[src/rtl/if_stage_pkg.sv]
// Shared types and constants for the instruction-fetch stage.
package if_stage_pkg;

  // Fetch FSM states: issue request, wait for data, hold data in skid buffer.
  typedef enum logic [1:0] {
    IF_S_REQ  = 2'd0,
    IF_S_WAIT = 2'd1,
    IF_S_HOLD = 2'd2
  } if_state_e;

  localparam logic [31:0] NOP_INSTR_DEF = 32'h0000_0013;  // addi x0,x0,0
  localparam logic [31:0] RESET_PC_DEF  = 32'h0000_0000;

  // Word-align a control-flow target; the low two bits are never honoured.
  function automatic logic [31:0] pc_align(input logic [31:0] a);
    return a & 32'hFFFF_FFFC;
  endfunction

endpackage

[src/rtl/if_stage_if_id_reg.sv]
// IF/ID pipeline register: flush > load > stall-hold > bubble.
import if_stage_pkg::*;

module if_id_reg #(
  parameter logic [31:0] NOP_INSTR = NOP_INSTR_DEF
) (
  input  logic        clk,
  input  logic        rstn,
  input  logic        flush,
  input  logic        load,
  input  logic [31:0] load_pc,
  input  logic [31:0] load_instr,
  input  logic        stall,
  output logic        valid,
  output logic [31:0] pc,
  output logic [31:0] instr
);

  // Pipeline register update with fixed priority; pc is left untouched when invalid.
  always_ff @(posedge clk or negedge rstn) begin
    if (!rstn) begin
      valid <= 1'b0;
      pc    <= '0;
      instr <= NOP_INSTR;
    end else if (flush) begin
      valid <= 1'b0;
      instr <= NOP_INSTR;
    end else if (load) begin
      valid <= 1'b1;
      pc    <= load_pc;
      instr <= load_instr;
    end else if (stall && valid) begin
      valid <= valid;
    end else begin
      valid <= 1'b0;
      instr <= NOP_INSTR;
    end
  end

endmodule

[src/rtl/if_stage.sv]
// Instruction-fetch stage: owns the PC, issues one outstanding imem request,
// applies EX redirects and feeds the IF/ID register.
import if_stage_pkg::*;

module if_stage #(
  parameter logic [31:0] RESET_PC  = RESET_PC_DEF,
  parameter logic [31:0] NOP_INSTR = NOP_INSTR_DEF
) (
  input  logic        clk,
  input  logic        rstn,
  input  logic        redirect_i,
  input  logic [31:0] redirect_pc_i,
  input  logic        stall_i,
  output logic        imem_req_o,
  output logic [31:0] imem_addr_o,
  input  logic        imem_gnt_i,
  input  logic        imem_rvalid_i,
  input  logic [31:0] imem_rdata_i,
  output logic [31:0] pc_o,
  output logic        if_id_valid_o,
  output logic [31:0] if_id_pc_o,
  output logic [31:0] if_id_instr_o
);

  if_state_e   state, state_d;
  logic [31:0] pc_q, pc_d;
  logic        kill, kill_d;
  logic [31:0] skid_pc, skid_pc_d;
  logic [31:0] skid_instr, skid_instr_d;
  logic        load;
  logic [31:0] load_pc, load_instr;
  logic [31:0] target;
  logic [31:0] pc_plus4;
  logic        if_id_free;

  assign target     = pc_align(redirect_pc_i);
  assign pc_plus4   = pc_q + 32'd4;
  assign if_id_free = ~stall_i | ~if_id_valid_o;

  // Request is gated by rstn so nothing is issued while reset is asserted.
  assign imem_req_o  = rstn & (state == IF_S_REQ) & ~redirect_i;
  assign imem_addr_o = pc_q;
  assign pc_o        = pc_q;

  // State, PC, kill flag and skid buffer registers.
  always_ff @(posedge clk or negedge rstn) begin
    if (!rstn) begin
      state      <= IF_S_REQ;
      pc_q       <= RESET_PC;
      kill       <= 1'b0;
      skid_pc    <= '0;
      skid_instr <= '0;
    end else begin
      state      <= state_d;
      pc_q       <= pc_d;
      kill       <= kill_d;
      skid_pc    <= skid_pc_d;
      skid_instr <= skid_instr_d;
    end
  end

  // Next-state logic and IF/ID load selection.
  always_comb begin
    state_d      = state;
    pc_d         = pc_q;
    kill_d       = kill;
    skid_pc_d    = skid_pc;
    skid_instr_d = skid_instr;
    load         = 1'b0;
    load_pc      = pc_q;
    load_instr   = imem_rdata_i;
    unique case (state)
      IF_S_REQ: begin
        if (redirect_i) begin
          pc_d = target;
        end else if (imem_gnt_i) begin
          state_d = IF_S_WAIT;
        end
      end
      IF_S_WAIT: begin
        if (redirect_i && imem_rvalid_i) begin
          // The arriving response belongs to the superseded request, so any
          // pending kill is also consumed here.
          pc_d    = target;
          kill_d  = 1'b0;
          state_d = IF_S_REQ;
        end else if (redirect_i) begin
          kill_d = 1'b1;
          pc_d   = target;
        end else if (imem_rvalid_i && kill) begin
          kill_d  = 1'b0;
          state_d = IF_S_REQ;
        end else if (imem_rvalid_i && if_id_free) begin
          load    = 1'b1;
          pc_d    = pc_plus4;
          state_d = IF_S_REQ;
        end else if (imem_rvalid_i) begin
          skid_pc_d    = pc_q;
          skid_instr_d = imem_rdata_i;
          state_d      = IF_S_HOLD;
        end
      end
      IF_S_HOLD: begin
        if (redirect_i) begin
          pc_d    = target;
          state_d = IF_S_REQ;
        end else if (!stall_i) begin
          load       = 1'b1;
          load_pc    = skid_pc;
          load_instr = skid_instr;
          pc_d       = pc_plus4;
          state_d    = IF_S_REQ;
        end
      end
      default: begin
        state_d = IF_S_REQ;
      end
    endcase
  end

  if_id_reg #(
    .NOP_INSTR(NOP_INSTR)
  ) u_if_id_reg (
    .clk       (clk),
    .rstn      (rstn),
    .flush     (redirect_i),
    .load      (load),
    .load_pc   (load_pc),
    .load_instr(load_instr),
    .stall     (stall_i),
    .valid     (if_id_valid_o),
    .pc        (if_id_pc_o),
    .instr     (if_id_instr_o)
  );

endmodule

[config.mk]
export PLATFORM = sky130hd
export DESIGN_NAME = if_stage
export DESIGN_NICKNAME = d
export VERILOG_FILES = /design/src/rtl/if_stage_pkg.sv /design/src/rtl/if_stage_if_id_reg.sv /design/src/rtl/if_stage.sv
export SDC_FILE = /design/constraint.sdc
export NUM_CORES = 1
export LEC_CHECK = 0
export ABC_AREA = 1
export CAP_MARGIN = 15
export CORE_AREA = 2 2 141 143
export CTS_CLUSTER_SIZE = 12
export DETAILED_ROUTE_END_ITERATION = 16
export DIE_AREA = 0 0 143 145
export PLACE_DENSITY = 0.71
export SLEW_MARGIN = 20
export SYNTH_ARGS = -nofsm -noshare
export SYNTH_HDL_FRONTEND = slang
export SYNTH_SLANG_ARGS = --single-unit
[constraint.sdc]
create_clock -name clk -period 2.3 [get_ports clk]
set_clock_uncertainty 0.2 [all_clocks]
set_input_delay 0.345 -clock clk [delete_from_list [all_inputs] [get_ports clk]]
set_output_delay 0.345 -clock clk [all_outputs]
set_load 0.02 [all_outputs]
==> flow_summary.html, run 1 <==
<table>
<tr><th>Metric</th><th>Value</th></tr>
<tr><th colspan="2">Global routing</th></tr>
<tr><td>Gr usage total</td><td>23.16%</td></tr>
<tr><td>First-pass GRT wire length</td><td>38070 um</td></tr>
<tr><td>Number of antenna violations at the first check in global routing</td><td>0</td></tr>
<tr><td>Via count of the first global-routing pass</td><td>7402</td></tr>
<tr><td>Pin count of the biggest net entering global routing</td><td>165</td></tr>
<tr><td>Total grt overflow</td><td>0</td></tr>
<tr><th colspan="2">Run</th></tr>
<tr><td>Number of violations of the max-capacitance limit</td><td>0</td></tr>
<tr><th colspan="2">Clock tree</th></tr>
<tr><td>Source-to-sink clock delay at the later pin of the worst-skew pair</td><td>0.43 ns</td></tr>
<tr><td>Total number of H-tree levels</td><td>4</td></tr>
<tr><td>Clock transition at the register clock pins on the worst setup and hold paths after CTS</td><td>0.06 ns</td></tr>
<tr><td>Maximum root-to-sink buffer count</td><td>2</td></tr>
<tr><td># Post-CTS Setup Buffers</td><td>0</td></tr>
<tr><td>Number of sinks handled by clock tree synthesis</td><td>164</td></tr>
<tr><td>Inserted Clock Buffers</td><td>17</td></tr>
<tr><td>TritonCTS clock tree</td><td>built</td></tr>
<tr><td>Root Buffer</td><td>sky130_fd_sc_hd__clkbuf_16</td></tr>
<tr><th colspan="2">Cells and area</th></tr>
<tr><td>Antenna cells</td><td>0</td></tr>
<tr><td>Number of nets in the final layout</td><td>1335</td></tr>
<tr><td>Share of final-layout standard cells stronger than drive strength 1</td><td>7.384%</td></tr>
<tr><td>Post-route standard cell area excluding fillers</td><td>0.01125 sq mm</td></tr>
<tr><td>P&amp;R area growth vs syn</td><td>32.45%</td></tr>
<tr><th colspan="2">Setup path</th></tr>
<tr><td>Startpoint class of the critical path</td><td>flip-flop</td></tr>
<tr><td>CP top delay family</td><td>buffers and inverters</td></tr>
<tr><td>Critical path's slowest cell</td><td>sky130_fd_sc_hd__clkdlybuf4s50_1</td></tr>
<tr><td>Maximum fanout encountered on the critical timing path</td><td>8</td></tr>
<tr><td>Nature of the critical path endpoint</td><td>output pin</td></tr>
<tr><td>Start-to-end type of the worst setup path</td><td>reg2out</td></tr>
<tr><td>Arr. time, crit path</td><td>1.70 ns</td></tr>
<tr><td>Worst Setup SP</td><td>imem_addr_o[16]</td></tr>
<tr><td>Data required time of the worst path</td><td>1.75 ns</td></tr>
<tr><td>WP buf/inv</td><td>1</td></tr>
<tr><td>Source of the worst register-to-register timing path</td><td>state[0]</td></tr>
<tr><td>CP max stage delay</td><td>0.72 ns</td></tr>
<tr><td>Cell-by-cell listing of the critical path</td><td>clkdlybuf4s50_1</td></tr>
<tr><th colspan="2">Power and ir drop</th></tr>
<tr><td>Overall power consumption</td><td>14.79 mW</td></tr>
<tr><td>Leakage power</td><td>4.960 nW</td></tr>
<tr><td>Areal power density over the cells</td><td>1315 mW/mm^2</td></tr>
<tr><td>Max IR drop VDD</td><td>739.8 uV</td></tr>
<tr><th colspan="2">Drt</th></tr>
<tr><td>Detailed Route WL</td><td>23500 um</td></tr>
<tr><td>WL per Instance</td><td>15.28 um</td></tr>
<tr><td>Via density</td><td>5.038</td></tr>
<tr><td>Drc violations</td><td>0</td></tr>
<tr><td>DR iter-0 viols</td><td>478</td></tr>
<tr><td>Count of vias placed by the detailed router</td><td>7749</td></tr>
<tr><td>TritonRoute pass-1 iters</td><td>5</td></tr>
<tr><td>Routed Antenna Nets</td><td>0</td></tr>
<tr><th colspan="2">Timing</th></tr>
<tr><td>Hold Violations, Final</td><td>0</td></tr>
<tr><td>Final-layout setup total negative slack</td><td>0 ns</td></tr>
<tr><td>Worst setup margin</td><td>0.05022 ns</td></tr>
<tr><td>Number of setup violations in the final report</td><td>0</td></tr>
<tr><td>Max transition margin</td><td>38.31%</td></tr>
<tr><td>Worst-margin pin slew</td><td>0.9254 ns</td></tr>
<tr><td>Peak clock frequency supported by timing</td><td>444.5 MHz</td></tr>
<tr><td>Final worst path period need</td><td>2.250 ns</td></tr>
<tr><td>Slew Limit Fails</td><td>0</td></tr>
<tr><td>Setup repair after global routing missed its margin</td><td>false</td></tr>
<tr><td>Minimum hold slack</td><td>0.2814 ns</td></tr>
<tr><td>Post-route clock period utilization</td><td>97.82%</td></tr>
<tr><th colspan="2">Outcome</th></tr>
<tr><td>Result of the run</td><td>finished, final reports clean</td></tr>
<tr><th colspan="2">Worst hold path</th></tr>
<tr><td>Launch instance of the worst min-delay path</td><td>skid_instr[29]</td></tr>
<tr><td>Path class of the lowest-slack min-delay path</td><td>reg2reg</td></tr>
<tr><th colspan="2">Synthesis</th></tr>
<tr><td>Number of different library cells in the post-synthesis netlist</td><td>33</td></tr>
<tr><td>Post-synthesis sequential area ratio</td><td>48.36%</td></tr>
<tr><td>Nets in the synthesized netlist</td><td>1181</td></tr>
<tr><td>Mapped Avg Cell Area</td><td>7.679 sq um</td></tr>
<tr><td>Ys Warns</td><td>0</td></tr>
<tr><td>Cells after synthesis</td><td>1106</td></tr>
<tr><td>Number of synthesized register bits</td><td>164</td></tr>
<tr><td>Summed instance area of the synthesized netlist</td><td>0.008493 sq mm</td></tr>
<tr><th colspan="2">Die</th></tr>
<tr><td>Site Rows</td><td>51</td></tr>
<tr><td>Starting density of the core</td><td>44.22%</td></tr>
<tr><td>Number of top-level pins</td><td>200</td></tr>
<tr><td>Die height</td><td>145 um</td></tr>
<tr><td>Area of the core region</td><td>0.01921 sq mm</td></tr>
<tr><td>Total Die Area</td><td>0.02074 sq mm</td></tr>
<tr><td>Die Wd</td><td>143 um</td></tr>
<tr><th colspan="2">Place</th></tr>
<tr><td>Count of buffers from port buffering</td><td>197</td></tr>
<tr><td>Routability congestion estimate</td><td>0.9267</td></tr>
<tr><td>Post-Place Worst Slack</td><td>0.0001592 ns</td></tr>
<tr><td>Area of placed instances</td><td>0.01060 sq mm</td></tr>
<tr><td>Hpwl dp</td><td>16290 um</td></tr>
</table>
## layout by cell type (no fill, tap or decap), drive strengths merged, types with 2 or more instances in the layout
| cell type | netlist | layout |
|---|---|---|
| mux2 | 5 | 5 |
| xor2 | 5 | 5 |
| clkinvlp | 0 | 4 |
| dfstp | 3 | 3 |
| clkbuf | 23 | 22 |
| clkdlybuf4s50 | 0 | 195 |
| o21ai | 82 | 82 |
| nand3 | 30 | 30 |
| a21oi | 78 | 78 |
| a31oi | 35 | 35 |
| nand2 | 273 | 273 |
| o211ai | 4 | 4 |
| inv | 119 | 119 |
| a22oi | 3 | 3 |
| o22ai | 33 | 33 |
| buf | 64 | 25 |
| nor3 | 2 | 2 |
| ha | 5 | 5 |
| nor2 | 177 | 177 |
| dfrtp | 161 | 161 |
| clkinv | 0 | 3 |
| bufinv | 0 | 4 |
## Yosys cell counts
| master | instances | area share, % |
|---|---|---|
| sky130_fd_sc_hd__inv_4 | 1 | 0.074 |
| sky130_fd_sc_hd__a31oi_1 | 35 | 2.6 |
| sky130_fd_sc_hd__clkbuf_1 | 23 | 1.0 |
| sky130_fd_sc_hd__nand2_2 | 5 | 0.37 |
| sky130_fd_sc_hd__o221ai_1 | 1 | 0.10 |
| sky130_fd_sc_hd__and2_1 | 1 | 0.074 |
| sky130_fd_sc_hd__xor2_1 | 5 | 0.52 |
| sky130_fd_sc_hd__nor3_4 | 1 | 0.19 |
| sky130_fd_sc_hd__inv_1 | 114 | 5.0 |
| sky130_fd_sc_hd__dfstp_2 | 3 | 0.93 |
| sky130_fd_sc_hd__nor2_2 | 9 | 0.66 |
| sky130_fd_sc_hd__nand3_2 | 1 | 0.12 |
| sky130_fd_sc_hd__a21oi_1 | 76 | 4.5 |
| sky130_fd_sc_hd__ha_1 | 5 | 0.74 |
| sky130_fd_sc_hd__inv_2 | 4 | 0.18 |
| sky130_fd_sc_hd__nor2_4 | 3 | 0.40 |
| sky130_fd_sc_hd__buf_6 | 5 | 0.66 |
| sky130_fd_sc_hd__a21oi_2 | 2 | 0.21 |
| sky130_fd_sc_hd__buf_4 | 36 | 3.2 |
| sky130_fd_sc_hd__nor3_1 | 1 | 0.059 |
| sky130_fd_sc_hd__nor2_1 | 165 | 7.3 |
| sky130_fd_sc_hd__buf_2 | 23 | 1.4 |
| sky130_fd_sc_hd__o31ai_1 | 1 | 0.088 |
| sky130_fd_sc_hd__o22ai_1 | 33 | 2.4 |
| sky130_fd_sc_hd__nand4_1 | 1 | 0.074 |
| sky130_fd_sc_hd__a22oi_1 | 3 | 0.27 |
| sky130_fd_sc_hd__nand2_4 | 1 | 0.13 |
| sky130_fd_sc_hd__dfrtp_1 | 161 | 47 |
| sky130_fd_sc_hd__mux2_2 | 5 | 0.66 |
| sky130_fd_sc_hd__nand3_1 | 29 | 1.7 |
| sky130_fd_sc_hd__o211ai_1 | 4 | 0.35 |
| sky130_fd_sc_hd__nand2_1 | 267 | 12 |
| sky130_fd_sc_hd__o21ai_0 | 82 | 4.8 |
## where the power goes
part           internal, mW  switching, mW
logic                  2.97           4.03
clock network          1.91           1.17
registers              3.70           1.01
## metal layers
layer  up-vias  GRT usage (%)  share of wire, %
li1       3814              -                 -
met1      3636          32.25                44
met2       264          37.56                48
met3        35          3.135               6.0
met4         0          7.030               2.0
met5         -              0                 0
## path summary, 6_finish.rpt
check	end	slack (ns)	cells past startpoint
setup reg to reg	imem_addr_o[15]	0.24	9
hold reg to reg	skid_instr[29]	0.28	2
min in group asynchronous	u_if_id_reg.instr[23]	0.43	3
setup / recovery	pc_o[16]	0.05	1
hold / removal	skid_instr[29]	0.28	2
max in group asynchronous	imem_addr_o[10]	0.72	3
## final cells by class
type                            instances  area [sq um]
Tap cell                              265         331.6
Clock inverter                         11         176.4
Timing Repair Buffer                  222          2296
Inverter                              119         449.2
Multi-Input combinational cell        736          3417
Fill cell                            1753          7958
Clock buffer                           21         470.5
Sequential cell                       164          4109
## through the flow
step	instances	util, %
final	1538	58.57
after global routing	1538	58.57
after CTS	1538	58.59
after detailed placement	1505	55.17
after global placement	1505	55.17
after floorplan	1106	-
## cell families (layout without fill, tap and decap cells)
family                   Yosys count  count (layout)  share of synthesized area, %
flip-flops                       164             164                         48.36
buffers and inverters            206             373                         11.51
multiplexers                       5               5                        0.6629
adder cells (fa/ha/maj)            5               5                        0.7366
XOR/XNOR                           5               5                        0.5156
AND/OR/NAND/NOR                  484             484                         22.88
AO/OA/AOI/OAI                    237             237                         15.34
## flip-flops by register name, indices dropped and copies added (netlist names)
register,count
skid_pc,32
u_if_id_reg.valid,1
u_if_id_reg.instr,32
u_if_id_reg.pc,32
imem_addr_o,32
kill,1
skid_instr,32
state,2
## repair_timing
item | in CTS | in global routing
gates resized for setup | 2 | 2
hold buffers | 1 | 0
hold endpoints to repair | 161 | 0
setup endpoints to repair | 3 | 1
No activity file was read; power rests on OpenSTA's default activity.
==> run 2, diff against run 1 <==
--- a/config.mk
+++ b/config.mk
@@ -12,6 +12,7 @@
 export DETAILED_ROUTE_END_ITERATION = 16
 export DIE_AREA = 0 0 143 145
 export PLACE_DENSITY = 0.71
+export SKIP_LAST_GASP = 1
 export SLEW_MARGIN = 20
 export SYNTH_ARGS = -nofsm -noshare
 export SYNTH_HDL_FRONTEND = slang
==> results of run 2 <==
No change in the layout: final DEF, timing and power equal those of run 1.
